--- config.mk ---
export PLATFORM = sky130hd
export DESIGN_NAME = conv_encoder_stream
export DESIGN_NICKNAME = d
export VERILOG_FILES = /design/src/rtl/conv_encoder_stream_pkg.sv /design/src/rtl/conv_encoder_stream_core.sv /design/src/rtl/conv_encoder_stream.sv
export SDC_FILE = /design/constraint.sdc
export NUM_CORES = 1
export LEC_CHECK = 0
export BUFFER_PORTS_ARGS = -buffer_cell sky130_fd_sc_hd__buf_2
export CORE_UTILIZATION = 40
export CTS_CLUSTER_DIAMETER = 80
export DETAILED_ROUTE_END_ITERATION = 8
export PLACE_DENSITY = 0.61
export SLEW_MARGIN = 30
export SYNTH_ARGS = -nofsm -noshare
export SYNTH_HDL_FRONTEND = slang
export SYNTH_HIERARCHICAL = 1
export SYNTH_SLANG_ARGS = --single-unit
--- constraint.sdc ---
create_clock -name clk -period 6.4 [get_ports clk]
set_input_delay 0.64 -clock clk [delete_from_list [all_inputs] [get_ports clk]]
set_output_delay 0.64 -clock clk [all_outputs]
set_load 0.005 [all_outputs]
--- src/rtl/conv_encoder_stream_pkg.sv ---
// conv_encoder_stream_pkg: shared sizes, constraint-length codes, rate codes and FSM states
// for the frame-based convolutional encoder.
package conv_encoder_stream_pkg;
    localparam int DEF_MAX_K         = 9;
    localparam int DEF_MAX_CODE_RATE = 3;
    localparam int DEF_FRAME_W       = 16;
    localparam int K_W               = 5;

    localparam logic [1:0] CL_K3 = 2'b00;
    localparam logic [1:0] CL_K5 = 2'b01;
    localparam logic [1:0] CL_K7 = 2'b10;
    localparam logic [1:0] CL_K9 = 2'b11;

    localparam logic RATE_1_2 = 1'b0;
    localparam logic RATE_1_3 = 1'b1;

    typedef enum logic [1:0] {IDLE, RUN, FLUSH, DONE} state_t;

    function automatic logic [K_W-1:0] decode_k(input logic [1:0] cl, input int max_k);
        logic [K_W-1:0] k;
        k = cl == CL_K3 ? K_W'(3) : cl == CL_K5 ? K_W'(5) : cl == CL_K7 ? K_W'(7) : K_W'(9);
        return k > K_W'(max_k) ? K_W'(max_k) : k;
    endfunction
endpackage

--- src/rtl/conv_encoder_stream_core.sv ---
// conv_enc_core: tap-and-XOR of the register vector against every generator polynomial,
// with polynomial bits at or above the active constraint length masked off.
module conv_enc_core
    import conv_encoder_stream_pkg::*;
#(
    parameter int MAX_K         = DEF_MAX_K,
    parameter int MAX_CODE_RATE = DEF_MAX_CODE_RATE
) (
    input  logic [MAX_K-1:0]               v,
    input  logic [K_W-1:0]                 k,
    input  logic [MAX_CODE_RATE*MAX_K-1:0] poly,
    output logic [MAX_CODE_RATE-1:0]       code
);
    logic [MAX_K-1:0] k_mask;

    assign k_mask = {MAX_K{1'b1}} >> (K_W'(MAX_K) - k);

    for (genvar j = 0; j < MAX_CODE_RATE; j++) begin : g_poly
        assign code[j] = ^(poly[j*MAX_K +: MAX_K] & k_mask & v);
    end
endmodule

--- src/rtl/conv_encoder_stream.sv ---
// conv_encoder_stream: frame-based convolutional encoder with valid/ready streaming and zero-tail flush.
// Optional rate-2/3 puncturing is enabled by defining CONV_ENC_PUNCT_EN.
module conv_encoder_stream
    import conv_encoder_stream_pkg::*;
#(
    parameter int MAX_K         = DEF_MAX_K,
    parameter int MAX_CODE_RATE = DEF_MAX_CODE_RATE,
    parameter int FRAME_W       = DEF_FRAME_W
) (
    input  logic                           clk,
    input  logic                           rst,
    input  logic                           i_cfg_load,
    input  logic                           i_code_rate,
    input  logic [1:0]                     i_constr_len,
    input  logic [MAX_CODE_RATE*MAX_K-1:0] i_gen_poly,
    input  logic [FRAME_W-1:0]             i_frame_len,
`ifdef CONV_ENC_PUNCT_EN
    input  logic                           i_punct_en,
`endif
    input  logic                           i_in_valid,
    input  logic                           i_in_bit,
    output logic                           o_in_ready,
    output logic                           o_out_valid,
    input  logic                           i_out_ready,
    output logic [MAX_CODE_RATE-1:0]       o_encoder_data,
    output logic [MAX_CODE_RATE-1:0]       o_data_mask,
    output logic                           o_tail,
    output logic                           o_busy,
    output logic                           o_encoder_done
);
    localparam int SRW = MAX_K - 1;

    state_t                         state;
    logic                           cfg_rate;
    logic [K_W-1:0]                 cfg_k;
    logic [MAX_CODE_RATE*MAX_K-1:0] cfg_poly;
    logic [FRAME_W-1:0]             cfg_len, bit_cnt, tail_cnt;
    logic [SRW-1:0]                 sr, sr_next;
    logic [MAX_K-1:0]               v;
    logic [MAX_CODE_RATE-1:0]       code, rate_mask, word_mask;
    logic                           start, in_acc, drain, tail_go, load, in_b, pun;

    assign start     = state == IDLE && i_cfg_load && i_frame_len != '0;
    assign drain     = !o_out_valid || i_out_ready;
    assign o_in_ready = state == RUN && drain;
    assign in_acc    = i_in_valid && o_in_ready;
    assign tail_go   = state == FLUSH && drain && tail_cnt != FRAME_W'(cfg_k) - FRAME_W'(1);
    assign load      = in_acc || tail_go;
    // Tail codewords shift in zeros, so the input bit only matters while running.
    assign in_b      = state == RUN && i_in_bit;
    assign v         = (MAX_K'(in_b) << (cfg_k - K_W'(1))) | MAX_K'(sr);
    assign sr_next   = (sr >> 1) | (SRW'(in_b) << (cfg_k - K_W'(2)));
    assign rate_mask = cfg_rate == RATE_1_3 ? '1 : MAX_CODE_RATE'(3);
    assign word_mask = pun ? MAX_CODE_RATE'(1) : rate_mask;
    assign o_busy    = state == RUN || state == FLUSH;

    conv_enc_core #(.MAX_K(MAX_K), .MAX_CODE_RATE(MAX_CODE_RATE)) u_core (
        .v    (v),
        .k    (cfg_k),
        .poly (cfg_poly),
        .code (code)
    );

`ifdef CONV_ENC_PUNCT_EN
    logic cfg_punct, pat;
    assign pun = cfg_punct && cfg_rate == RATE_1_2 && pat;
    always_ff @(posedge clk or posedge rst) begin
        if (rst) begin
            cfg_punct <= 1'b0;
            pat       <= 1'b0;
        end else if (start) begin
            cfg_punct <= i_punct_en;
            pat       <= 1'b0;
        end else if (load) begin
            pat <= ~pat;
        end
    end
`else
    assign pun = 1'b0;
`endif

    always_ff @(posedge clk or posedge rst) begin
        if (rst) begin
            state          <= IDLE;
            cfg_rate       <= RATE_1_2;
            cfg_k          <= K_W'(3);
            cfg_poly       <= '0;
            cfg_len        <= '0;
            bit_cnt        <= '0;
            tail_cnt       <= '0;
            sr             <= '0;
            o_out_valid    <= 1'b0;
            o_encoder_data <= '0;
            o_data_mask    <= '0;
            o_tail         <= 1'b0;
            o_encoder_done <= 1'b0;
        end else begin
            o_encoder_done <= 1'b0;
            o_out_valid    <= load || (o_out_valid && !i_out_ready);
            if (load) begin
                o_encoder_data <= code & word_mask;
                o_data_mask    <= word_mask;
                o_tail         <= state == FLUSH;
                sr             <= sr_next;
            end
            case (state)
                IDLE: if (start) begin
                    cfg_rate <= i_code_rate;
                    cfg_k    <= decode_k(i_constr_len, MAX_K);
                    cfg_poly <= i_gen_poly;
                    cfg_len  <= i_frame_len;
                    bit_cnt  <= '0;
                    tail_cnt <= '0;
                    sr       <= '0;
                    state    <= RUN;
                end
                RUN: if (in_acc) begin
                    bit_cnt <= bit_cnt + FRAME_W'(1);
                    if (bit_cnt + FRAME_W'(1) == cfg_len) state <= FLUSH;
                end
                FLUSH: begin
                    if (tail_go) tail_cnt <= tail_cnt + FRAME_W'(1);
                    // All tails launched, so the register now holds the last one.
                    if (!tail_go && tail_cnt == FRAME_W'(cfg_k) - FRAME_W'(1) && o_out_valid && i_out_ready) begin
                        state          <= DONE;
                        o_encoder_done <= 1'b1;
                    end
                end
                DONE: state <= IDLE;
            endcase
        end
    end
endmodule

# Yosys cells after proc, flatten, opt, wreduce, memory -nomap -nowiden
# Index checks and enable logic that the tools add are counted.
[word_totals]
in_bits = 52
out_inout_bits = 11
ff_bits = 100
[op_classes]
reduce_logical = 30
order_cmp = 1
n_eq_ne = 13
addsub = 6
muxes = 20
n_bitwise = 9
shifts = 3
[ops]
columns = ["cell", "count"]
rows = [
  ["$pmux 16 s2", 2],
  ["$and 9x9->9", 6],
  ["$mux 16", 3],
  ["$add 16x1->16 const B", 2],
  ["$eq 16x16->1", 2],
  ["$reduce_xor 9->1", 3],
  ["$mux 8", 3],
  ["$mux 4", 4],
  ["$ne 16x16->1", 1],
  ["$reduce_bool 16->1", 1],
  ["$logic_and 1x1->1", 11],
  ["$or 9x8->9", 1],
  ["$shl 1x5->9", 1],
  ["$shr 9x5->9 const A", 1],
  ["$mux 2", 4],
  ["$or 7x8->8", 1],
  ["$pmux 2 s4", 1],
  ["$shl 1x5->8", 1],
  ["$eq 2x2->1 const B", 3],
  ["$ne 2x2->1 const B", 3],
  ["$reduce_and 3->1", 2],
  ["$sub 5x1->6 const B", 1],
  ["$sub 4x5->5 const A", 1],
  ["$sub 5x1->5 const B", 1],
  ["other kinds (13)", 23],
]

# Logic depth before layout (Yosys ltp)
[logic_depth]
ltp_word = 10
depth_mapped = 14

# By module
# Netlist, hierarchy kept.
[modules_own_cells]
columns = ["mod", "area_per_inst_um2", "n_inst", "cells_each", "seq_area_each_um2"]
rows = [
  ["conv_encoder_stream", 4938.5, 1, 464, 2428.6],
  ["conv_enc_core", 601.8, 1, 76, 0.0],
]

# Worst setup path after synthesis
# Ideal clock, no wire load.
[synth_path]
path_type = "reg-to-reg"
startpoint = "register state[1]"
endpoint = "register o_encoder_data[1]"
arrival_ps = 2466
setup_ps = 127
stages_incl_launch_ff = 14
slack_ps = 3807
path_cell_list = "dfrtp_1 inv_1 ha_1 nand2_1 nor2_1 nand3_1 nand2_1 nand2_1 a211o_1 a21oi_2 xnor3_1 nor2_2 xnor2_1 mux2_1"
[synth_via]
elab_chain_cells = 7
word_cells_on_any_way = 13
classes_between = "eq/ne (2); shift (1); bitwise (3); reduce/logical (7)"
[synth_rtl]
columns = ["element", "line_no", "rtl"]
rows = [
  ["from (decl)", "conv_encoder_stream.sv:33", "state_t state;"],
  ["from (signal assigned)", "conv_encoder_stream.sv:84", "state <= IDLE;"],
  ["from (signal assigned)", "conv_encoder_stream.sv:115", "state <= RUN;"],
  ["from (signal assigned)", "conv_encoder_stream.sv:119", "if (bit_cnt + FRAME_W'(1) == cfg_len) state <= FLUSH;"],
  ["$eq 2x1->1", "conv_encoder_stream.sv:50", "assign in_b = state == RUN && i_in_bit;"],
  ["$logic_and 1x1->1", "conv_encoder_stream.sv:50", ""],
  ["$shl 1x5->9", "conv_encoder_stream.sv:51", "assign v = (MAX_K'(in_b) << (cfg_k - K_W'(1))) | MAX_K'(sr);"],
  ["$or 9x8->9", "conv_encoder_stream.sv:51", ""],
  ["via v[6]", "conv_encoder_stream.sv:39", "logic [MAX_K-1:0] v;"],
  ["$and 9x9->9", "conv_encoder_stream_core.sv:19", "assign code[j] = ^(poly[j*MAX_K +: MAX_K] & k_mask & v);"],
  ["$reduce_xor 9->1", "conv_encoder_stream_core.sv:19", ""],
  ["via code[1]", "conv_encoder_stream.sv:40", "logic [MAX_CODE_RATE-1:0] code, rate_mask, word_mask;"],
  ["$and 3x3->3", "conv_encoder_stream.sv:101", "o_encoder_data <= code & word_mask;"],
  ["to (signal assigned)", "conv_encoder_stream.sv:101", ""],
  ["to (decl)", "conv_encoder_stream.sv:25", "output logic [MAX_CODE_RATE-1:0] o_encoder_data,"],
]
# The timed path passes the listed nets, and every way through them passes these cells.
# A chain may end at the register's enable or synchronous reset.

# Worst setup path in the final report
[layout_path]
startpoint = "register state[1]"
endpoint = "register o_encoder_data[0]"
# The elaborated chain is that of the path after synthesis.

==> results by group <==
GRT
  • First-pass GRT wire length: roughly 20000 um
  • Number of global-route vias before repair: roughly 4100
  • Pin count of the biggest net entering global routing: between 60 and 70
  • Total routing usage reported by global routing: approximately 18%
  • Grt met3 use: around 2.9%
  • M1 GR Usage: between 20% and 30%
  • Met2 track utilization from global routing: between 20% and 30%
  • Global route total overflow: 0
  • Top Usage Layer GRT: met2
  • Initial antenna violation count: 0

Cells and area
  • Layout Area Growth over Synthesis: 15.3%
  • FILL cells: 1266
  • Nets: ~670
  • Share of cells above drive strength 1: 18.5%
  • Antenna fix cells: 0
  • Design area: roughly 6400 um^2

Floorplanning
  • Initial cell density of the core: between 40 and 50%
  • Boundary Pins: 63
  • Die area: between 10000 and 15000 um^2
  • Die H: roughly 120 um
  • Site Rows: 42
  • Core area: 13400 um^2
  • Chip width: 120 um

Logic synthesis
  • Ys async rst share: 100%
  • Post-synth top area cell: dfrtp_1
  • Synth Register Bits: 97
  • Post-synthesis sequential area ratio: a little over two fifths
  • Main area contributors after synthesis: dfrtp_1 (43%), mux2_1 (7.7%), xnor2_1 (7.1%)
  • Library cells used by synthesis: 61
  • Post-Syn Area: around 5500 um^2
  • Syn avg cell area: around 10 um^2
  • Ys flop type: dfrtp_1
  • Post-synth EDFFs: 0
  • Top-count cell post-synth: dfrtp_1
  • Cells after synthesis: 540
  • Synth Warn #: 6
  • Area share of the largest cell type after synthesis: around 43%
  • Top cells by count, synth: dfrtp_1 (96), nand2_1 (49), xnor2_1 (45)

Routing
  • DRC viols: 0
  • Routed len/inst: between 15 and 20 um
  • Via Count: between 4000 and 5000
  • Initial drt markers: about 200
  • Vias/cell: between 5 and 6
  • Final wirelength: between 10000 and 15000 um
  • DRT Pass-1 Iters: 6
  • DRT antenna net count: 0

STA
  • Final Setup Violations: 0
  • Max Slew Vio Count: 0
  • F_max: roughly 320 MHz
  • Fin crit share: 49.5%
  • Final Hold Vio Count: 0
  • Fin Setup TNS: 0 ns
  • Rel. slew slack: 42.3%
  • RSZ-0062 raised after global routing: false
  • Pin slew with the least headroom to its limit: just under 0.9 ns
  • Clock skew: approximately 0.0041 ns
  • Fin crit period: between 3 and 4 ns

Pwr
  • VDD IR max: about 0.14 mV
  • PD cells: roughly 230 nW/um^2
  • Sw Ratio: between 20% and 30%
  • Int Pwr: ~0.0011 W
  • Pleak: 3.02 nW
  • Clock Power Share: 45.3%
  • Pwr Total: between 0.001 and 0.0015 W
  • Power share of the sequential group: 46.2%
  • Logic gate share of total power: 8.4%
  • Net Sw Power: 0.000330 W

Clock tree
  • CTS tree: yes
  • Clock latency on the worst-skew pair: roughly 0.35 ns
  • Post_cts resized: 0
  • CTS buffer count: 9
  • CTS Root Cell: clkbuf_16
  • Hold_buf cts: 0
  • Clock transition at the registers of the reported paths: 0.07 ns
  • Clock Path Buffers: 2
  • Sink Count: between 90 and 100
  • Post-CTS setup buffer count: 0
  • Htree depth: 3

Critical path
  • Cells along the critical path: inv_1 -> ha_1 -> nand2_1 -> nor4b_1 -> nand4b_1 -> xnor2_1 -> mux2i_1 -> xnor2_1 -> nor2_1 -> xnor2_1 -> mux2_1
  • Critical path's top delay family: simple AND/OR/NAND/NOR gates
  • Kind of end point of the critical path: flop
  • CP max-delay cell: nor4b_1
  • Critical path class: flop to flop
  • FF-to-FF End: o_encoder_data[0]
  • Reg2reg path depth: 11
  • Delay of the slowest cell on the worst path: between 0.7 and 0.8 ns
  • RR Startpoint: state[1]
  • Crit path max fanout: 6
  • Buf+Inv Stages, Crit Path: 1
  • Crit start category: flop
  • CP arrival: between 3 and 4 ns
  • FF-to-FF setup slack: around 3.2 ns
  • WP data required: between 6 and 7 ns
  • Most used cell along the critical path: xnor2_1

Placed design
  • Post-DP HPWL: around 8500 um
  • GPL Wtd Cong: approximately 0.80
  • PortBufs: 62
  • Placed Area: 6030 um^2

Run
  • Max Cap Viol: 0

Status
  • Run status: finished, final reports clean

Hold path
  • Min-Delay Path Class: input pin to async pin
==> cells in the final DEF, fill, tap and decap left out, types with 3 or more instances in the layout <==
cell	netlist	routed
nor3b_1	3	3
nand4_1	5	5
ha_1	13	13
and4_1	3	3
nand2b_1	8	8
bufinv_16	0	4
o21ai_1	20	20
mux2_2	10	10
nor4_1	9	9
xor2_1	11	11
xnor3_1	4	4
buf_2	4	62
or3_1	4	4
a211oi_1	4	4
nand3_1	20	20
nor3_1	18	18
mux2i_1	8	8
nor2_1	44	44
a31oi_1	3	3
nand3b_1	5	5
mux2_1	38	38
nor2b_1	3	3
a31o_2	3	3
clkbuf_16	0	9
and3_1	5	4
nor4_4	3	3
inv_1	20	19
a21oi_1	7	7
o21ai_0	14	14
nand2_1	49	49
conb_1	2	9
and2_1	3	3
dfrtp_1	96	96
o41ai_1	3	3
buf_4	3	4
xnor2_1	45	45
==> how the worst max path moves through the flow <==
stage             start           endpoint  slack [ns]  cells past startpoint
2_1_floorplan       rst         bit_cnt[0]        3.23                      1
3_3_place_gp   state[1]  o_encoder_data[0]        3.31                     11
3_5_place_dp   state[1]  o_encoder_data[0]        3.26                     11
4_1_cts        state[1]  o_encoder_data[0]        3.25                     11
5_1_grt        state[1]  o_encoder_data[0]        3.00                     11
6_report       state[1]  o_encoder_data[0]        3.23                     11
==> cell type report <==
class	instances	area, um^2	area share (%)
timing repair buffer	66	340	5.33
clock inverter	6	130	2.04
sequential	97	2430	38.0
multi-input combinational	406	2960	46.3
clock buffer	10	229	3.58
tap	176	220	3.45
inverter	21	81.3	1.27
==> routing by layer <==
metal	part of all wire, %	up-vias
met4	2.0	0
met2	47	87
li1	-	1995
met3	3.3	16
met1	47	1955
met5	0	-
==> per-stage QoR <==
stage                     hold slack (ns)  setup slack (ns)  instances  utilization, %
after floorplan                     0.458              3.23        547               -
after global placement              0.464              3.31        766            45.0
after detailed placement            0.476              3.26        766            45.0
after CTS                           0.311              3.25        782            47.7
after global routing                0.330              3.00        782            47.7
final                               0.300              3.23        782            47.7
==> kinds of logic after synthesis <==
| logic type | after synthesis | share of synthesized area (%) |
|---|---|---|
| buf+inv | 44 | 3.27 |
| xor+xnor | 62 | 11.3 |
| compound gates | 70 | 8.38 |
| flops | 97 | 43.8 |
| other cells | 2 | 0.136 |
| simple gates | 196 | 18.9 |
| fa+ha+maj | 13 | 2.94 |
| mux | 56 | 11.2 |
==> power groups by stage <==
stage	Sequential, W	Clock [W]	Combinational (W)
CTS	0.000665	0.000669	0.000124
global placement	0.000675	0	0.000121
global route	0.000668	0.000691	0.000140
detailed placement	0.000676	0	0.000124
floorplan	0.000667	0	0.0000850
finish	0.000666	0.000653	0.000122
==> state kept, by name, summed over array words and instances (netlist names) <==
| name | cells |
|---|---|
| bit_cnt | 16 |
| cfg_k | 3 |
| cfg_len | 16 |
| cfg_poly | 27 |
| cfg_rate | 1 |
| o_data_mask | 2 |
| o_encoder_data | 3 |
| o_encoder_done | 1 |
| o_out_valid | 1 |
| o_tail | 1 |
| sr | 8 |
| state | 2 |
| tail_cnt | 16 |
Power figures use the tool's default switching activity.
